**src/rtl/dmem_arbiter_if.sv**
```systemverilog
// Bundle of the CPU, debug-loader and data-memory buses that meet at dmem_arbiter.
// Latency: none (wires only). Backpressure: requesters hold *_req_i until their ack pulse.
// slave = arbiter view, master = environment view (requesters plus memory).
interface dmem_arbiter_if #(
    parameter int ADDR_W = 32,
    parameter int DATA_W = 32
);
    logic              cpu_req_i;
    logic              cpu_we_i;
    logic [ADDR_W-1:0] cpu_addr_i;
    logic [DATA_W-1:0] cpu_wdata_i;
    logic              cpu_ack_o;
    logic [DATA_W-1:0] cpu_rdata_o;
    logic              cpu_err_o;
    logic              cpu_stall_o;

    logic              dbg_req_i;
    logic              dbg_we_i;
    logic [ADDR_W-1:0] dbg_addr_i;
    logic [DATA_W-1:0] dbg_wdata_i;
    logic              dbg_ack_o;
    logic [DATA_W-1:0] dbg_rdata_o;
    logic              dbg_err_o;

    logic              mem_req_o;
    logic              mem_we_o;
    logic [ADDR_W-1:0] mem_addr_o;
    logic [DATA_W-1:0] mem_wdata_o;
    logic              mem_ack_i;
    logic [DATA_W-1:0] mem_rdata_i;

    modport slave (
        input  cpu_req_i, cpu_we_i, cpu_addr_i, cpu_wdata_i,
        output cpu_ack_o, cpu_rdata_o, cpu_err_o, cpu_stall_o,
        input  dbg_req_i, dbg_we_i, dbg_addr_i, dbg_wdata_i,
        output dbg_ack_o, dbg_rdata_o, dbg_err_o,
        output mem_req_o, mem_we_o, mem_addr_o, mem_wdata_o,
        input  mem_ack_i, mem_rdata_i
    );

    modport master (
        output cpu_req_i, cpu_we_i, cpu_addr_i, cpu_wdata_i,
        input  cpu_ack_o, cpu_rdata_o, cpu_err_o, cpu_stall_o,
        output dbg_req_i, dbg_we_i, dbg_addr_i, dbg_wdata_i,
        input  dbg_ack_o, dbg_rdata_o, dbg_err_o,
        input  mem_req_o, mem_we_o, mem_addr_o, mem_wdata_o,
        output mem_ack_i, mem_rdata_i
    );
endinterface

```
**src/rtl/dmem_arbiter.sv**
```systemverilog
// Round-robin sharing of the single-port data memory between the CPU MEM stage and the debug loader.
// Latency: 3 cycles per access with a zero-wait memory (grant, busy, resp); memory wait cycles add 1:1.
// Backpressure: losers and in-flight requesters stall with req held; cpu_stall_o = cpu_req_i & ~cpu_ack_o.
module dmem_arbiter #(
    parameter int ADDR_W  = 32,
    parameter int DATA_W  = 32,
    parameter int TIMEOUT = 16
) (
    input  logic          clk_i,
    input  logic          rst_i,
    dmem_arbiter_if.slave bus
);
    localparam int CNT_W = (TIMEOUT > 2) ? $clog2(TIMEOUT) : 1;

    typedef enum logic [1:0] {
        IDLE = 2'd0,
        BUSY = 2'd1,
        RESP = 2'd2
    } state_t;

    state_t            state;
    logic              owner;       // 0 = cpu, 1 = dbg
    logic              last_grant;  // 0 = cpu, 1 = dbg
    logic [CNT_W-1:0]  cnt;
    logic              mem_req;
    logic              mem_we;
    logic [ADDR_W-1:0] mem_addr;
    logic [DATA_W-1:0] mem_wdata;
    logic [DATA_W-1:0] cpu_rdata;
    logic [DATA_W-1:0] dbg_rdata;
    logic              cpu_ack;
    logic              dbg_ack;
    logic              cpu_err;
    logic              dbg_err;
    logic              grant_dbg;

    // dbg wins when it is alone, or on a tie when cpu was served last.
    assign grant_dbg = bus.dbg_req_i & (~bus.cpu_req_i | ~last_grant);

    always_ff @(posedge clk_i) begin
        if (rst_i) begin
            state      <= IDLE;
            owner      <= 1'b0;
            last_grant <= 1'b1;
            cnt        <= '0;
            mem_req    <= 1'b0;
            mem_we     <= 1'b0;
            mem_addr   <= '0;
            mem_wdata  <= '0;
            cpu_rdata  <= '0;
            dbg_rdata  <= '0;
            cpu_ack    <= 1'b0;
            dbg_ack    <= 1'b0;
            cpu_err    <= 1'b0;
            dbg_err    <= 1'b0;
        end else begin
            case (state)
                IDLE: begin
                    if (bus.cpu_req_i | bus.dbg_req_i) begin
                        owner     <= grant_dbg;
                        mem_req   <= 1'b1;
                        mem_we    <= grant_dbg ? bus.dbg_we_i    : bus.cpu_we_i;
                        mem_addr  <= grant_dbg ? bus.dbg_addr_i  : bus.cpu_addr_i;
                        mem_wdata <= grant_dbg ? bus.dbg_wdata_i : bus.cpu_wdata_i;
                        cnt       <= '0;
                        state     <= BUSY;
                    end
                end
                BUSY: begin
                    if (bus.mem_ack_i) begin
                        if (!mem_we) begin
                            if (owner) dbg_rdata <= bus.mem_rdata_i;
                            else       cpu_rdata <= bus.mem_rdata_i;
                        end
                        if (owner) begin
                            dbg_ack <= 1'b1;
                            dbg_err <= 1'b0;
                        end else begin
                            cpu_ack <= 1'b1;
                            cpu_err <= 1'b0;
                        end
                        mem_req <= 1'b0;
                        state   <= RESP;
                    end else if (cnt == CNT_W'(TIMEOUT - 1)) begin
                        // Memory never answered: complete with an error and zeroed data.
                        if (owner) begin
                            dbg_rdata <= '0;
                            dbg_ack   <= 1'b1;
                            dbg_err   <= 1'b1;
                        end else begin
                            cpu_rdata <= '0;
                            cpu_ack   <= 1'b1;
                            cpu_err   <= 1'b1;
                        end
                        mem_req <= 1'b0;
                        state   <= RESP;
                    end else begin
                        cnt <= cnt + CNT_W'(1);
                    end
                end
                RESP: begin
                    cpu_ack    <= 1'b0;
                    dbg_ack    <= 1'b0;
                    cpu_err    <= 1'b0;
                    dbg_err    <= 1'b0;
                    last_grant <= owner;
                    state      <= IDLE;
                end
                default: state <= IDLE;
            endcase
        end
    end

    assign bus.mem_req_o   = mem_req;
    assign bus.mem_we_o    = mem_we;
    assign bus.mem_addr_o  = mem_addr;
    assign bus.mem_wdata_o = mem_wdata;

    assign bus.cpu_ack_o   = cpu_ack;
    assign bus.cpu_rdata_o = cpu_rdata;
    assign bus.cpu_err_o   = cpu_err;
    assign bus.cpu_stall_o = bus.cpu_req_i & ~cpu_ack;

    assign bus.dbg_ack_o   = dbg_ack;
    assign bus.dbg_rdata_o = dbg_rdata;
    assign bus.dbg_err_o   = dbg_err;
endmodule

```
**src/flat_wrapper.sv**
```systemverilog
// flat-port wrapper written by rule: the top's interface ports become plain ports
module dmem_arbiter_flat 
#(
    parameter int ADDR_W  = 32,
    parameter int DATA_W  = 32,
    parameter int TIMEOUT = 16
)
  (clk_i, rst_i, bus_cpu_req_i, bus_cpu_we_i, bus_cpu_addr_i, bus_cpu_wdata_i, bus_cpu_ack_o, bus_cpu_rdata_o, bus_cpu_err_o, bus_cpu_stall_o, bus_dbg_req_i, bus_dbg_we_i, bus_dbg_addr_i, bus_dbg_wdata_i, bus_dbg_ack_o, bus_dbg_rdata_o, bus_dbg_err_o, bus_mem_req_o, bus_mem_we_o, bus_mem_addr_o, bus_mem_wdata_o, bus_mem_ack_i, bus_mem_rdata_i);
  dmem_arbiter_if #(.ADDR_W(ADDR_W), .DATA_W(DATA_W)) bus_i ();
  input  logic clk_i;
  input  logic rst_i;
  input wire logic [$bits(bus_i.cpu_req_i)-1:0] bus_cpu_req_i;
  input wire logic [$bits(bus_i.cpu_we_i)-1:0] bus_cpu_we_i;
  input wire logic [$bits(bus_i.cpu_addr_i)-1:0] bus_cpu_addr_i;
  input wire logic [$bits(bus_i.cpu_wdata_i)-1:0] bus_cpu_wdata_i;
  output wire logic [$bits(bus_i.cpu_ack_o)-1:0] bus_cpu_ack_o;
  output wire logic [$bits(bus_i.cpu_rdata_o)-1:0] bus_cpu_rdata_o;
  output wire logic [$bits(bus_i.cpu_err_o)-1:0] bus_cpu_err_o;
  output wire logic [$bits(bus_i.cpu_stall_o)-1:0] bus_cpu_stall_o;
  input wire logic [$bits(bus_i.dbg_req_i)-1:0] bus_dbg_req_i;
  input wire logic [$bits(bus_i.dbg_we_i)-1:0] bus_dbg_we_i;
  input wire logic [$bits(bus_i.dbg_addr_i)-1:0] bus_dbg_addr_i;
  input wire logic [$bits(bus_i.dbg_wdata_i)-1:0] bus_dbg_wdata_i;
  output wire logic [$bits(bus_i.dbg_ack_o)-1:0] bus_dbg_ack_o;
  output wire logic [$bits(bus_i.dbg_rdata_o)-1:0] bus_dbg_rdata_o;
  output wire logic [$bits(bus_i.dbg_err_o)-1:0] bus_dbg_err_o;
  output wire logic [$bits(bus_i.mem_req_o)-1:0] bus_mem_req_o;
  output wire logic [$bits(bus_i.mem_we_o)-1:0] bus_mem_we_o;
  output wire logic [$bits(bus_i.mem_addr_o)-1:0] bus_mem_addr_o;
  output wire logic [$bits(bus_i.mem_wdata_o)-1:0] bus_mem_wdata_o;
  input wire logic [$bits(bus_i.mem_ack_i)-1:0] bus_mem_ack_i;
  input wire logic [$bits(bus_i.mem_rdata_i)-1:0] bus_mem_rdata_i;
  assign bus_i.cpu_req_i = bus_cpu_req_i;
  assign bus_i.cpu_we_i = bus_cpu_we_i;
  assign bus_i.cpu_addr_i = bus_cpu_addr_i;
  assign bus_i.cpu_wdata_i = bus_cpu_wdata_i;
  assign bus_cpu_ack_o = bus_i.cpu_ack_o;
  assign bus_cpu_rdata_o = bus_i.cpu_rdata_o;
  assign bus_cpu_err_o = bus_i.cpu_err_o;
  assign bus_cpu_stall_o = bus_i.cpu_stall_o;
  assign bus_i.dbg_req_i = bus_dbg_req_i;
  assign bus_i.dbg_we_i = bus_dbg_we_i;
  assign bus_i.dbg_addr_i = bus_dbg_addr_i;
  assign bus_i.dbg_wdata_i = bus_dbg_wdata_i;
  assign bus_dbg_ack_o = bus_i.dbg_ack_o;
  assign bus_dbg_rdata_o = bus_i.dbg_rdata_o;
  assign bus_dbg_err_o = bus_i.dbg_err_o;
  assign bus_mem_req_o = bus_i.mem_req_o;
  assign bus_mem_we_o = bus_i.mem_we_o;
  assign bus_mem_addr_o = bus_i.mem_addr_o;
  assign bus_mem_wdata_o = bus_i.mem_wdata_o;
  assign bus_i.mem_ack_i = bus_mem_ack_i;
  assign bus_i.mem_rdata_i = bus_mem_rdata_i;
  dmem_arbiter #(.ADDR_W(ADDR_W), .DATA_W(DATA_W), .TIMEOUT(TIMEOUT)) u_core (.clk_i(clk_i), .rst_i(rst_i), .bus(bus_i));
endmodule
```
**config.mk**
```make
export PLATFORM = sky130hd
export DESIGN_NAME = dmem_arbiter_flat
export DESIGN_NICKNAME = d
export VERILOG_FILES = /design/src/rtl/dmem_arbiter_if.sv /design/src/rtl/dmem_arbiter.sv /design/src/flat_wrapper.sv
export SDC_FILE = /design/constraint.sdc
export NUM_CORES = 1
export LEC_CHECK = 0
export ABC_AREA = 1
export BUFFER_PORTS_ARGS = -buffer_cell sky130_fd_sc_hd__clkbuf_2
export CORE_ASPECT_RATIO = 0.7
export CORE_MARGIN = 5
export CORE_UTILIZATION = 50
export CTS_BUF_LIST = sky130_fd_sc_hd__clkbuf_16
export CTS_CLUSTER_SIZE = 10
export DETAILED_ROUTE_END_ITERATION = 8
export PLACE_DENSITY = 0.95
export SETUP_SLACK_MARGIN = 0.3
export SLEW_MARGIN = 20
export SYNTH_ARGS = -nofsm -noshare
export SYNTH_HDL_FRONTEND = slang
export SYNTH_SLANG_ARGS = --single-unit
```
**constraint.sdc**
```tcl
create_clock -name clk_i -period 4.2 [get_ports clk_i]
set_input_delay 0.21 -clock clk_i [delete_from_list [all_inputs] [get_ports clk_i]]
set_output_delay 0.21 -clock clk_i [all_outputs]
set_load 0.03 [all_outputs]
```
**Word-level counts from Yosys, hierarchy flattened**

Index checks and enable logic that the tools add are counted.
W data, S select, Z words.

- Input port bits: 167
- Logic and storage cells: 89
- Register bits after elaboration: 142

- Reduce and logical (&&, ||, !) cells: 13
- Equal/unequal tests: 10
- Add/subtract/negate cells: 1
- Bitwise operators: 8
- Mux-type cells: 43

Operator list:

| operator | number |
|---|---|
| $mux W32 | 12 |
| $mux W1 | 18 |
| $mux W4 | 3 |
| $reduce_and A4 Y1 | 3 |
| $pmux W1 S2 | 5 |
| $reduce_and A3 Y1 | 3 |
| $ne A2 B2 Y1 const B | 4 |
| $pmux W4 S2 | 1 |
| $mux W2 | 3 |
| $reduce_and A2 Y1 | 3 |
| $reduce_bool A2 Y1 | 3 |
| $add A4 B1 Y4 const B | 1 |
| $eq A4 B4 Y1 const B | 1 |
| $ne A2 B1 Y1 const B | 2 |
| $not A1 Y1 | 4 |
| $pmux W2 S2 | 1 |
| $ne A3 B2 Y1 const B | 1 |
| $and A1 B1 Y1 | 2 |
| $eq A2 B1 Y1 const B | 1 |
| $eq A2 B2 Y1 const B | 1 |
| $logic_not A2 Y1 | 1 |
| $or A1 B1 Y1 | 2 |

**Logic depth before layout (Yosys ltp)**

- Depth after elaboration: 4
- Gate-level depth with buffers: 9

**Worst setup path before layout**

OpenSTA, ideal clock, no wires.

- Path type: register -> register
- From: register u_core.state[0]
- To: register u_core.mem_addr[0], in the netlist u_core.bus.mem_addr_o[0]
- Data arrival time: 1.357 ns
- Setup slack: 2.726 ns
- Setup time: 0.117 ns
- Buffers on the path: 2
- Period minus slack after synthesis: 1.474 ns
- Cell stages (with the launch flop): 9
- Required time: 4.083 ns
- Path through: dfxtp_1 > inv_1 > ha_1 > o21ai_1 > inv_2 > buf_4 > clkbuf_1 > o21ai_0 > nor2_1

- Word-level cells in the longest chain between the ends: 2

Ends and longest elaborated chain:

| what | RTL line | RTL |
|---|---|---|
| start, declared | dmem_arbiter.sv:21 | `state_t state;` |
| start signal, assigned | dmem_arbiter.sv:42 | `state <= IDLE;` |
| start signal, assigned | dmem_arbiter.sv:66 | `state <= BUSY;` |
| start signal, assigned | dmem_arbiter.sv:83 | `state <= RESP;` |
| $logic_not A2 Y1 | dmem_arbiter.sv:57 | `case (state)` |
| $reduce_and A2 Y1 (no source line) | n/a |  |
| end signal, assigned | dmem_arbiter.sv:63 | `mem_addr <= grant_dbg ? bus.dbg_addr_i : bus.cpu_addr_i;` |
| end, declared | dmem_arbiter.sv:27 | `logic [ADDR_W-1:0] mem_addr;` |

Every way passes these cells.
A chain may end at the register's enable or synchronous reset.

**Worst setup path after layout**

- From: register u_core.cnt[0]
- To: register u_core.dbg_rdata[15], in the netlist u_core.bus.dbg_rdata_o[15]

- Word-level cells in the longest chain between the ends: 3

Ends and longest elaborated chain:

| what | RTL line | RTL |
|---|---|---|
| start, declared | dmem_arbiter.sv:24 | `logic [CNT_W-1:0] cnt;` |
| start signal, assigned | dmem_arbiter.sv:98 | `cnt <= cnt + CNT_W'(1);` |
| $eq A4 B4 Y1 | dmem_arbiter.sv:84 | `end else if (cnt == CNT_W'(TIMEOUT - 1)) begin` |
| $reduce_bool A2 Y1 (no source line) | n/a |  |
| $reduce_and A4 Y1 (no source line) | n/a |  |
| end signal, assigned | dmem_arbiter.sv:72 | `if (owner) dbg_rdata <= bus.mem_rdata_i;` |
| end, declared | dmem_arbiter.sv:30 | `logic [DATA_W-1:0] dbg_rdata;` |

Every way passes these cells.

==> run_summary.xml <==
<?xml version="1.0" encoding="UTF-8"?>
<metrics>
  <group name="floorplanning">
    <metric name="chipHeight" unit="um">104</metric>
    <metric name="initial_utilization" unit="%">50.8</metric>
    <metric name="floorplan.die.width" unit="um">144</metric>
    <metric name="core" unit="sq mm">0.0124</metric>
    <metric name="die_area" unit="sq mm">0.0150</metric>
    <metric name="design.portCount" unit="">302</metric>
    <metric name="placement_rows" unit="">34</metric>
  </group>
  <group name="pwr">
    <metric name="vdd.ir_drop.worst" unit="V">0.000330</metric>
    <metric name="fin_total_pwr" unit="uW">4580</metric>
    <metric name="power.density_cell_area" unit="mW/mm^2">549</metric>
    <metric name="total_leakage_power" unit="uW">0.00422</metric>
  </group>
  <group name="route">
    <metric name="post_drt_wl_per_cell" unit="um">14.9</metric>
    <metric name="routed_via_density" unit="">5.24</metric>
    <metric name="drc_violations" unit="">0</metric>
    <metric name="detail-route-antenna-nets" unit="">0</metric>
    <metric name="firstDrtPassIters" unit="">5</metric>
    <metric name="routed-via-count" unit="">6922</metric>
    <metric name="finalWirelength" unit="um">19700</metric>
    <metric name="drt_iter0_markers" unit="">601</metric>
  </group>
  <group name="critical_path">
    <metric name="cp_common_cell" unit="">sky130_fd_sc_hd__nand3_2</metric>
    <metric name="required" unit="ns">4.45</metric>
    <metric name="arrival" unit="ns">3.04</metric>
    <metric name="crit_path_cell_trace" unit="">ha_1 -&gt; nand3_2 -&gt; nand2_2 -&gt; nand3_2 -&gt; nand2_1 -&gt; a21oi_1</metric>
    <metric name="reg2reg_to" unit="">u_core.bus.dbg_rdata_o[15]$_SDFFE_PP0P_</metric>
    <metric name="critical_path_class" unit="">register to register</metric>
    <metric name="worst-r2r-setup-slack" unit="ns">1.41</metric>
    <metric name="cp-startpoint" unit="">u_core.cnt[0]$_SDFFE_PP0P_</metric>
    <metric name="timing.rr.start" unit="">u_core.cnt[0]$_SDFFE_PP0P_</metric>
    <metric name="critPathLaunchType" unit="">register</metric>
    <metric name="rr_worst_depth" unit="">6</metric>
    <metric name="worstPathMaxFanout" unit="">35</metric>
    <metric name="worst_path_max_delay_cell" unit="">sky130_fd_sc_hd__nand3_2</metric>
    <metric name="endpoint_kind" unit="">register</metric>
    <metric name="worst_path_largest_cell_delay" unit="ns">0.77</metric>
  </group>
  <group name="finish">
    <metric name="finalInstanceArea" unit="sq mm">0.00834</metric>
    <metric name="final_core_utilization" unit="%">67.4</metric>
    <metric name="antenna_cells_inserted" unit="">0</metric>
    <metric name="layout.cells.most_common_list" unit="">301 x sky130_fd_sc_hd__clkbuf_2, 142 x sky130_fd_sc_hd__dfxtp_1, 140 x sky130_fd_sc_hd__a21oi_1</metric>
    <metric name="layout.nets" unit="">1319</metric>
    <metric name="post_route_cells_drive_above_1_share" unit="%">30.1</metric>
    <metric name="final_common_cell" unit="">sky130_fd_sc_hd__clkbuf_2</metric>
    <metric name="syn2layout_area_growth" unit="%">32.5</metric>
  </group>
  <group name="sta">
    <metric name="maxSlewHeadroom" unit="%">30.9</metric>
    <metric name="tightest_slew" unit="ns">1.04</metric>
    <metric name="rsz_0062_raised_after_global_routing" unit="">no</metric>
    <metric name="finalMaxSlewViolations" unit="">0</metric>
    <metric name="max_freq" unit="MHz">359</metric>
    <metric name="hold_violations_final" unit="">0</metric>
    <metric name="layout_worst_path_cycle_share" unit="%">66.3</metric>
    <metric name="period_minus_slack" unit="ns">2.79</metric>
    <metric name="accumulated_negative_setup_slack" unit="ns">0</metric>
    <metric name="skew" unit="ns">0.0109</metric>
    <metric name="setup_viol" unit="">0</metric>
    <metric name="final.hold.worst_slack" unit="ns">0.0223</metric>
  </group>
  <group name="placed_design">
    <metric name="place.port_buffers" unit="">301</metric>
    <metric name="routabilityCongestion" unit="">0.925</metric>
    <metric name="place_hpwl" unit="um">13900</metric>
    <metric name="dpl_cell_area" unit="sq mm">0.00774</metric>
  </group>
  <group name="global_routing">
    <metric name="total_routing_usage_reported_by_global_routing" unit="%">25.5</metric>
    <metric name="global_route_wire_length_before_repair" unit="um">31300</metric>
    <metric name="maximum_number_of_pins_on_one_net_before_global_route_repair" unit="">129</metric>
    <metric name="antenna_found_initial" unit="">0</metric>
    <metric name="overflow" unit="">0</metric>
    <metric name="grt_pass1_vias" unit="">6452</metric>
    <metric name="groute.layer.met2.usage" unit="%">41.3</metric>
    <metric name="groute.layer.met3.usage" unit="%">8.04</metric>
    <metric name="grt_util_met1" unit="%">31.9</metric>
    <metric name="busiest_layer" unit="">met2</metric>
  </group>
  <group name="synthesis">
    <metric name="synth.cell_area" unit="sq mm">0.00629</metric>
    <metric name="avgSynthCellArea" unit="sq um">7.09</metric>
    <metric name="yosysSeqAreaShare" unit="%">45.2</metric>
    <metric name="postSynthRegisterBits" unit="">142</metric>
    <metric name="netlist-cell-type-count" unit="">20</metric>
    <metric name="synth.mux.area_fraction" unit="%">0</metric>
    <metric name="syn-num-nets" unit="">1061</metric>
    <metric name="synth_warnings" unit="">0</metric>
    <metric name="synth_compound_gate_area_share" unit="%">22.5</metric>
    <metric name="synthSimpleGateAreaFrac" unit="%">18.9</metric>
    <metric name="largest_family_of_logic_cells_by_synthesized_area" unit="">compound AO/OA/AOI/OAI gates</metric>
    <metric name="syn-instance-count" unit="">888</metric>
    <metric name="post_synth_xor_area_fraction" unit="%">0</metric>
    <metric name="adder_cell_share_of_the_synthesized_area" unit="%">1.19</metric>
  </group>
  <group name="cts">
    <metric name="tritoncts.num_buffers" unit="">17</metric>
    <metric name="cts.sinks" unit="">142</metric>
    <metric name="postCtsResizedCells" unit="">0</metric>
    <metric name="clockBufferDepth" unit="">2</metric>
    <metric name="postCtsSetupRepairBufs" unit="">0</metric>
    <metric name="cts-root-buf" unit="">sky130_fd_sc_hd__clkbuf_16</metric>
    <metric name="cts_htree_levels" unit="">4</metric>
    <metric name="tritoncts" unit="">yes</metric>
    <metric name="clk-insertion-delay-late" unit="ns">0.41</metric>
    <metric name="clk_pin_slew" unit="ns">0.07</metric>
    <metric name="cts_hold_repair.buffers" unit="">0</metric>
  </group>
  <group name="hold_path">
    <metric name="min-delay-path-class" unit="">input port to register</metric>
    <metric name="min_path_cells" unit="">3</metric>
    <metric name="timing.hold.worst.start" unit="">bus_dbg_wdata_i[6]</metric>
    <metric name="hold_end" unit="">u_core.bus.mem_wdata_o[6]$_SDFFE_PP0P_</metric>
  </group>
  <group name="flow_run">
    <metric name="max_cap_viol_count" unit="">0</metric>
  </group>
  <group name="status">
    <metric name="status" unit="">complete, no violations</metric>
  </group>
</metrics>
-- layout make-up --
class / count / area [sq um]
Inverter: 115 / 432
Sequential cell: 142 / 2840
Clock buffer: 17 / 425
Timing Repair Buffer: 308 / 1570
Clock inverter: 15 / 175
Tap cell: 162 / 203
Fill cell: 1029 / 4040
Multi-Input combinational cell: 562 / 2690
-- how the worst max path moves through the flow --
stage / endpoint / slack [ns] / cells after the start
2_1_floorplan: u_core.bus.mem_addr_o[0]$_SDFFE_PP0P_ / 2.73 / 8
3_3_place_gp: u_core.bus.dbg_rdata_o[8]$_SDFFE_PP0P_ / 1.65 / 6
3_5_place_dp: u_core.bus.dbg_rdata_o[15]$_SDFFE_PP0P_ / 1.49 / 6
4_1_cts: u_core.bus.dbg_rdata_o[15]$_SDFFE_PP0P_ / 1.52 / 6
5_1_grt: u_core.bus.dbg_rdata_o[15]$_SDFFE_PP0P_ / 1.30 / 6
6_report: u_core.bus.dbg_rdata_o[15]$_SDFFE_PP0P_ / 1.41 / 6
-- cell usage after synthesis (all sizes together) --
library cell,n,area share (%)
nand3,42,3.6
a21oi,143,12
ha,6,1.2
inv,115,6.9
nand2,128,7.7
nor2,74,4.4
o21bai,1,0.12
o21ai,135,11
buf,42,3.7
dfxtp,142,45
clkbuf,27,1.6
nand4,33,3.3
-- metrics by stage --
stage	instances	setup WS, ns
after floorplan	888	2.73
after global placement	1289	1.65
after detailed placement	1289	1.49
after CTS	1321	1.52
after global routing	1321	1.30
final	1321	1.41
-- state kept, by name, indices dropped and copies added, names as in the netlist --
name,cells
u_core.owner,1
u_core.bus.dbg_ack_o,1
u_core.bus.dbg_rdata_o,32
u_core.bus.dbg_err_o,1
u_core.bus.cpu_rdata_o,32
u_core.cnt,4
u_core.bus.mem_req_o,1
u_core.last_grant,1
u_core.bus.cpu_err_o,1
u_core.state,2
u_core.bus.mem_we_o,1
u_core.bus.cpu_ack_o,1
u_core.bus.mem_addr_o,32
u_core.bus.mem_wdata_o,32
-- where the power goes --
| group | internal (uW) | switching [uW] |
|---|---|---|
| logic | 402 | 996 |
| clock network | 897 | 628 |
| registers | 1550 | 111 |
| total | 2850 | 1730 |
-- routing by layer --
layer	share of wire, %	vias up
li1	-	3417
met1	40	3105
met2	47	349
met3	9.8	51
met4	2.6	0
met5	0	-
-- kinds of logic (layout without fill, tap and decap cells) --
kind of cell | count (synthesis) | count (layout)
AO/OA/AOI/OAI | 279 | 279
adder cells (fa/ha/maj) | 6 | 6
AND/OR/NAND/NOR | 277 | 277
flip-flops | 142 | 142
buffers and inverters | 184 | 455
-- critical path, delay by kind of cell, from the launching register on --
kind	cells	cell delay, ns
AO/OA/AOI/OAI	1	0.13
adder cells (fa/ha/maj)	1	0.25
flip-flops	1	0.40
AND/OR/NAND/NOR	4	1.82
(Power assumes the default switching activity.)
